==> config.mk <==
export PLATFORM = sky130hd
export DESIGN_NAME = gas_detector_multichannel
export DESIGN_NICKNAME = d
export VERILOG_FILES = /design/src/rtl/gas_detector_multichannel.sv
export SDC_FILE = /design/constraint.sdc
export NUM_CORES = 1
export LEC_CHECK = 0
export CAP_MARGIN = 0
export CORE_ASPECT_RATIO = 1.5
export CORE_MARGIN = 2
export CORE_UTILIZATION = 60
export CTS_BUF_LIST = sky130_fd_sc_hd__clkbuf_8
export CTS_CLUSTER_DIAMETER = 200
export DETAILED_ROUTE_END_ITERATION = 16
export PLACE_DENSITY_LB_ADDON = 0.3
export RECOVER_POWER = 25
export REMOVE_ABC_BUFFERS = 1
export SLEW_MARGIN = 10
export SYNTH_ARGS = -nofsm -noshare
export SYNTH_HDL_FRONTEND = slang
export SYNTH_SLANG_ARGS = --single-unit
export TNS_END_PERCENT = 1
==> constraint.sdc <==
create_clock -name clk -period 5.85 [get_ports clk]
set_input_delay 1.4625 -clock clk [delete_from_list [all_inputs] [get_ports clk]]
set_output_delay 1.4625 -clock clk [all_outputs]
set_load 0.02 [all_outputs]
==> src/rtl/gas_detector_multichannel.sv <==
// Multichannel gas detector front end: per-channel serial framing, W-bit sample
// capture, three-threshold classification, persistence debounce and optional
// latching of the top alarm level. Level is thermometer coded per channel.
module gas_detector_multichannel #(
  parameter int unsigned CH      = 2,
  parameter int unsigned W       = 8,
  parameter int unsigned TH_LOW  = 40,
  parameter int unsigned TH_MID  = 100,
  parameter int unsigned TH_HIGH = 200,
  parameter int unsigned PERSIST = 2,
  parameter int unsigned LATCH   = 1
) (
  input  logic              clk,
  input  logic              arst,
  input  logic [CH-1:0]     din,
  input  logic              clr,
  output logic [3*CH-1:0]   level,
  output logic [W*CH-1:0]   sample,
  output logic [CH-1:0]     frame_vld,
  output logic [CH-1:0]     ferr,
  output logic              alarm_any
);

  localparam int unsigned CW   = $clog2(W);
  localparam logic [W-1:0] THL = W'(TH_LOW);
  localparam logic [W-1:0] THM = W'(TH_MID);
  localparam logic [W-1:0] THH = W'(TH_HIGH);
  localparam logic [3:0]   PCNT = 4'(PERSIST);
  localparam logic [CW-1:0] BLAST = CW'(W - 1);

  typedef enum logic [1:0] {
    S_IDLE,
    S_DATA,
    S_STOP
  } state_t;

  function automatic logic [1:0] classify(input logic [W-1:0] v);
    if (v >= THH)      return 2'd3;
    else if (v >= THM) return 2'd2;
    else if (v >= THL) return 2'd1;
    else               return 2'd0;
  endfunction

  function automatic logic [2:0] encode(input logic [1:0] c);
    case (c)
      2'd0:    return 3'b000;
      2'd1:    return 3'b001;
      2'd2:    return 3'b011;
      default: return 3'b111;
    endcase
  endfunction

  function automatic logic [1:0] decode(input logic [2:0] l);
    if (l[2])      return 2'd3;
    else if (l[1]) return 2'd2;
    else if (l[0]) return 2'd1;
    else           return 2'd0;
  endfunction

  for (genvar g = 0; g < CH; g++) begin : g_ch
    state_t        state_q, state_d;
    logic [CW-1:0] bcnt_q, bcnt_d;
    logic [W-1:0]  shr_q, shr_d;
    logic [W-1:0]  smp_q, smp_d;
    logic [2:0]    lvl_q, lvl_d;
    logic [1:0]    cand_q, cand_d;
    logic [3:0]    cnt_q, cnt_d;
    logic          vld_q, vld_d;
    logic          ferr_q, ferr_d;
    logic          good;
    logic [1:0]    cls;
    logic [1:0]    cur;

    // Frame FSM: start bit, W data bits MSB first, stop bit checked for 0
    always_comb begin
      state_d = state_q;
      bcnt_d  = bcnt_q;
      shr_d   = shr_q;
      smp_d   = smp_q;
      vld_d   = 1'b0;
      ferr_d  = 1'b0;
      good    = 1'b0;
      case (state_q)
        S_IDLE: begin
          if (din[g]) begin
            state_d = S_DATA;
            bcnt_d  = '0;
          end
        end
        S_DATA: begin
          shr_d  = {shr_q[W-2:0], din[g]};
          bcnt_d = bcnt_q + CW'(1);
          if (bcnt_q == BLAST) state_d = S_STOP;
        end
        S_STOP: begin
          state_d = S_IDLE;
          if (!din[g]) begin
            good  = 1'b1;
            smp_d = shr_q;
            vld_d = 1'b1;
          end else begin
            ferr_d = 1'b1;
          end
        end
        default: state_d = S_IDLE;
      endcase
    end

    // Persistence filter on good frames; a latched top level freezes the filter; clr overrides
    always_comb begin
      lvl_d  = lvl_q;
      cand_d = cand_q;
      cnt_d  = cnt_q;
      cls    = classify(shr_q);
      cur    = decode(lvl_q);
      if (good && !((LATCH != 0) && (lvl_q == 3'b111))) begin
        if (cls == cur) begin
          cnt_d  = '0;
          cand_d = cls;
        end else if (cls == cand_q) begin
          if (cnt_q + 4'd1 == PCNT) begin
            lvl_d = encode(cls);
            cnt_d = '0;
          end else begin
            cnt_d = cnt_q + 4'd1;
          end
        end else begin
          cand_d = cls;
          cnt_d  = 4'd1;
          if (PERSIST == 1) lvl_d = encode(cls);
        end
      end
      if (clr) begin
        lvl_d  = '0;
        cand_d = '0;
        cnt_d  = '0;
      end
    end

    // Channel state registers with asynchronous reset
    always_ff @(posedge clk or posedge arst) begin
      if (arst) begin
        state_q <= S_IDLE;
        bcnt_q  <= '0;
        shr_q   <= '0;
        smp_q   <= '0;
        lvl_q   <= '0;
        cand_q  <= '0;
        cnt_q   <= '0;
        vld_q   <= 1'b0;
        ferr_q  <= 1'b0;
      end else begin
        state_q <= state_d;
        bcnt_q  <= bcnt_d;
        shr_q   <= shr_d;
        smp_q   <= smp_d;
        lvl_q   <= lvl_d;
        cand_q  <= cand_d;
        cnt_q   <= cnt_d;
        vld_q   <= vld_d;
        ferr_q  <= ferr_d;
      end
    end

    assign level[3*g +: 3]  = lvl_q;
    assign sample[W*g +: W] = smp_q;
    assign frame_vld[g]     = vld_q;
    assign ferr[g]          = ferr_q;
  end

  // Any channel sitting at the top level raises the shared alarm
  always_comb begin
    alarm_any = 1'b0;
    for (int unsigned i = 0; i < CH; i++) begin
      if (level[3*i +: 3] == 3'b111) alarm_any = 1'b1;
    end
  end

endmodule

==> results.cfg <==
[worst_hold_path]
min_from = g_ch[1].shr_q[1]$_DFFE_PP0P_
min_path_type = reg2reg
hold_depth = 2
min_to = g_ch[1].shr_q[2]$_DFFE_PP0P_

[global_routing]
grt_max_degree = 47
grt_overflow = 0
antenna_found_initial = 0
grt_pass1_wl_um = 10600
grt_usage_pct = 23.4
grt_pass1_vias = 2359

[logic_synthesis]
synth_edf_count = 0
avgSynthCellArea_um2 = 10.4
ys_ff_latch = 64
synth_cell_types = 58
ys.flop_type = dfrtp_1
synth_area_leader_cell = dfrtp_1
synth_area_mm2 = 0.00315
synth_area_leaders = dfrtp_1, nand2_1, mux2_2
synthCells = 302
async_reset_ff_share_pct = 100
ys_seq_area_share_pct = 50.8
synth.top_cell.area_share_pct = 50.8
ys_warn_count = 0

[floorplanning]
die_y_um = 92.8
start_util_pct = 62.0
die_area_mm2 = 0.00586
die_x_um = 63.2
fp-row-count = 32
core_mm2 = 0.00508
num_io_pins = 32

[final_layout]
insertedDiodeCount = 0
layout-drive-gt1-share_pct = 13.5
finalInstanceArea_mm2 = 0.00370
fin_util_pct = 72.8
fillers = 383
syn2layout_area_growth_pct = 17.5
finalNetCount = 348
stdcell_count = 408

[detailed_routing]
dr.pass1.iters = 4
via_per_inst = 5.83
drt_wl_total_um = 6170
antenna_left = 0
wl_per_cell_um = 15.1
drt_iter0_drc = 161
vias = 2378
drc = 0

[critical_path]
worst-r2r-cell-count = 6
cp-start-kind = input pin
crit_type = in2reg
regToRegEndpoint = g_ch[0].lvl_q[2]$_DFFE_PP0P_
arrival_ns = 3.55
critPathMaxStageDelay_ns = 0.60
crit_slowest_cell = dlygate4sd3_1
cpLargestDelayFamily = buffers and inverters
cp_cell_sequence = dlygate4sd3_1 -> nor3b_1 -> buf_4 -> nand2_1 -> inv_1 -> and3_1 -> and3_1 -> mux2i_1
crit_path_frequent_cell = and3_1
worstSetupEndpointType = register
reg2reg_slack_ns = 3.61
path_max_fanout = 10
timing.rr.start = g_ch[0].shr_q[3]$_DFFE_PP0P_
path_buf_inv = 3
crit_required_ns = 6.12

[power]
internal-power_mw = 1.03
vdd_drop_max_v = 0.000307
p_comb_share_pct = 36.0
p_leak_nw = 1.70
p_sw_share_pct = 38.3
clockPowerShare_pct = 22.4
switching_power_mw = 0.636
power.total_mw = 1.66
pwr-share-seq_pct = 41.7
p_per_area_mw_per_mm2 = 449

[clock_network]
cts_sinks = 64
cts_max_level = 3
cts.clk_slew.worst_paths_ns = 0.07
cts_tree = built
clk_latency_ns = 0.35
cts_setup_buffers = 0
numCtsBuffers = 9
cts_resized = 0
cts_hold_buf = 0
cts_root_buf = clkbuf_8
cts_max_path_buffers = 2

[sta]
setup_viol = 0
clock.fmax_mhz = 305
period_minus_slack_ns = 3.28
hold_ws_ns = 0.492
fin_ws_ns = 2.57
rsz0062_at_grt = no
slew-limit-headroom_pct = 51.6
finalHoldViolations = 0
finalMaxSlewViolations = 0
worst_pin_slew_ns = 0.725
period_share_pct = 56.0
fin_setup_tns_ns = 0
finClkSkew_ns = 0.00865

[placement]
gp_congestion = 0.832
io_buffers = 31
place_ws_ns = 2.45
dp.cells = 392
hpwl_um = 4140
post_dp_cell_area_mm2 = 0.00351

[outcome]
status = finished, final reports clean

[job]
maxCapViolations = 0
-- cells in the mapped netlist, types with 3 or more instances --
cell and n:
and3_1 5, nor2_1 8, mux2i_1 3, buf_4 4, nand3_1 6, nand2b_1 6
a22o_1 5, nand2_1 58, nor3_1 7, o21ai_0 12, a211oi_1 5, a31oi_1 6
dfrtp_1 64, clkbuf_1 6, mux2_2 16, and2_1 3, o22ai_1 3, a21oi_1 11
nor2b_1 4, nor3b_1 3, inv_1 11, ha_1 8
-- cells by family after synthesis --
family / synth area share, %
adders and majority gates: 3.18
muxes: 6.67
DFF: 50.8
xor gates and xnor gates: 0.556
AOI/OAI and AO/OA: 17.7
buffers and inverters: 3.30
and+or+nand+nor: 17.8
-- placed cells by master (no fill, tap or decap), types with 3 or more instances in the layout --
master	Yosys	layout
dfrtp_1	64	64
nand2_1	58	58
clkdlybuf4s50_1	0	28
mux2_2	16	16
o21ai_0	12	12
inv_1	11	11
a21oi_1	11	11
clkbuf_8	0	9
nor2_1	8	8
ha_1	8	8
nor3_1	7	7
nand2b_1	6	6
nand3_1	6	6
a31oi_1	6	6
and3_1	5	5
a211oi_1	5	5
a22o_1	5	5
nor2b_1	4	4
mux2i_1	3	3
o22ai_1	3	3
nor3b_1	3	3
dlygate4sd3_1	0	3
buf_4	4	3
-- worst max path at each step --
stage | slack (ns) | endpoint | depth (start not counted) | from
after floorplan | 2.48 | g_ch[1].lvl_q[2]$_DFFE_PP0P_ | 6 | din[1]
after detailed placement | 2.45 | g_ch[1].lvl_q[2]$_DFFE_PP0P_ | 8 | din[1]
after CTS | 2.69 | alarm_any | 3 | g_ch[0].lvl_q[0]$_DFFE_PP0P_
after global routing | 2.47 | g_ch[1].lvl_q[2]$_DFFE_PP0P_ | 8 | din[1]
after global placement | 2.55 | g_ch[1].lvl_q[2]$_DFFE_PP0P_ | 8 | din[1]
final | 2.57 | g_ch[1].lvl_q[2]$_DFFE_PP0P_ | 8 | din[1]
-- worst reg2reg max path: stages (launching register included) --
cell and delay, ns:
dfrtp_1 0.46, o311ai_1 0.36, and2b_4 0.27, o22ai_1 0.12, a2111oi_4 0.49, and3_1 0.30
o221a_1 0.19
-- flip-flops by register name, summed over array words and instances, names as in the netlist --
| signal | flops |
|---|---|
| g_ch.bcnt_q | 6 |
| g_ch.smp_q | 16 |
| g_ch.ferr_q | 2 |
| g_ch.state_q | 4 |
| g_ch.shr_q | 16 |
| g_ch.lvl_q | 6 |
| g_ch.cnt_q | 8 |
| g_ch.vld_q | 2 |
| g_ch.cand_q | 4 |
-- per-layer routing --
metal | GRT usage, % | share of wire, %
met1 | 29.7 | 45
met2 | 38.5 | 50
met3 | 4.50 | 3.6
met4 | 10.7 | 1.6
met5 | 0 | 0
-- cell type report --
| class | instances | area (µm²) | share of cell area [%] |
|---|---|---|---|
| Sequential cell | 64 | 1600 | 43.3 |
| Clock buffer | 9 | 124 | 3.35 |
| Tap cell | 68 | 85.1 | 2.30 |
| Multi-Input combinational cell | 215 | 1450 | 39.0 |
| Timing Repair Buffer | 34 | 333 | 8.99 |
| Clock inverter | 7 | 72.6 | 1.96 |
| Inverter | 11 | 41.3 | 1.12 |
-- power groups by stage --
| stage | combinational [mW] | clock (mW) | sequential, mW |
|---|---|---|---|
| 2_1_floorplan | 0.383 | 0 | 0.714 |
| 3_5_place_dp | 0.599 | 0 | 0.695 |
| 6_report | 0.598 | 0.372 | 0.693 |
| 4_1_cts | 0.605 | 0.380 | 0.691 |
| 3_3_place_gp | 0.581 | 0 | 0.691 |
| 5_1_grt | 0.662 | 0.400 | 0.714 |
(Power assumes the default switching activity.)
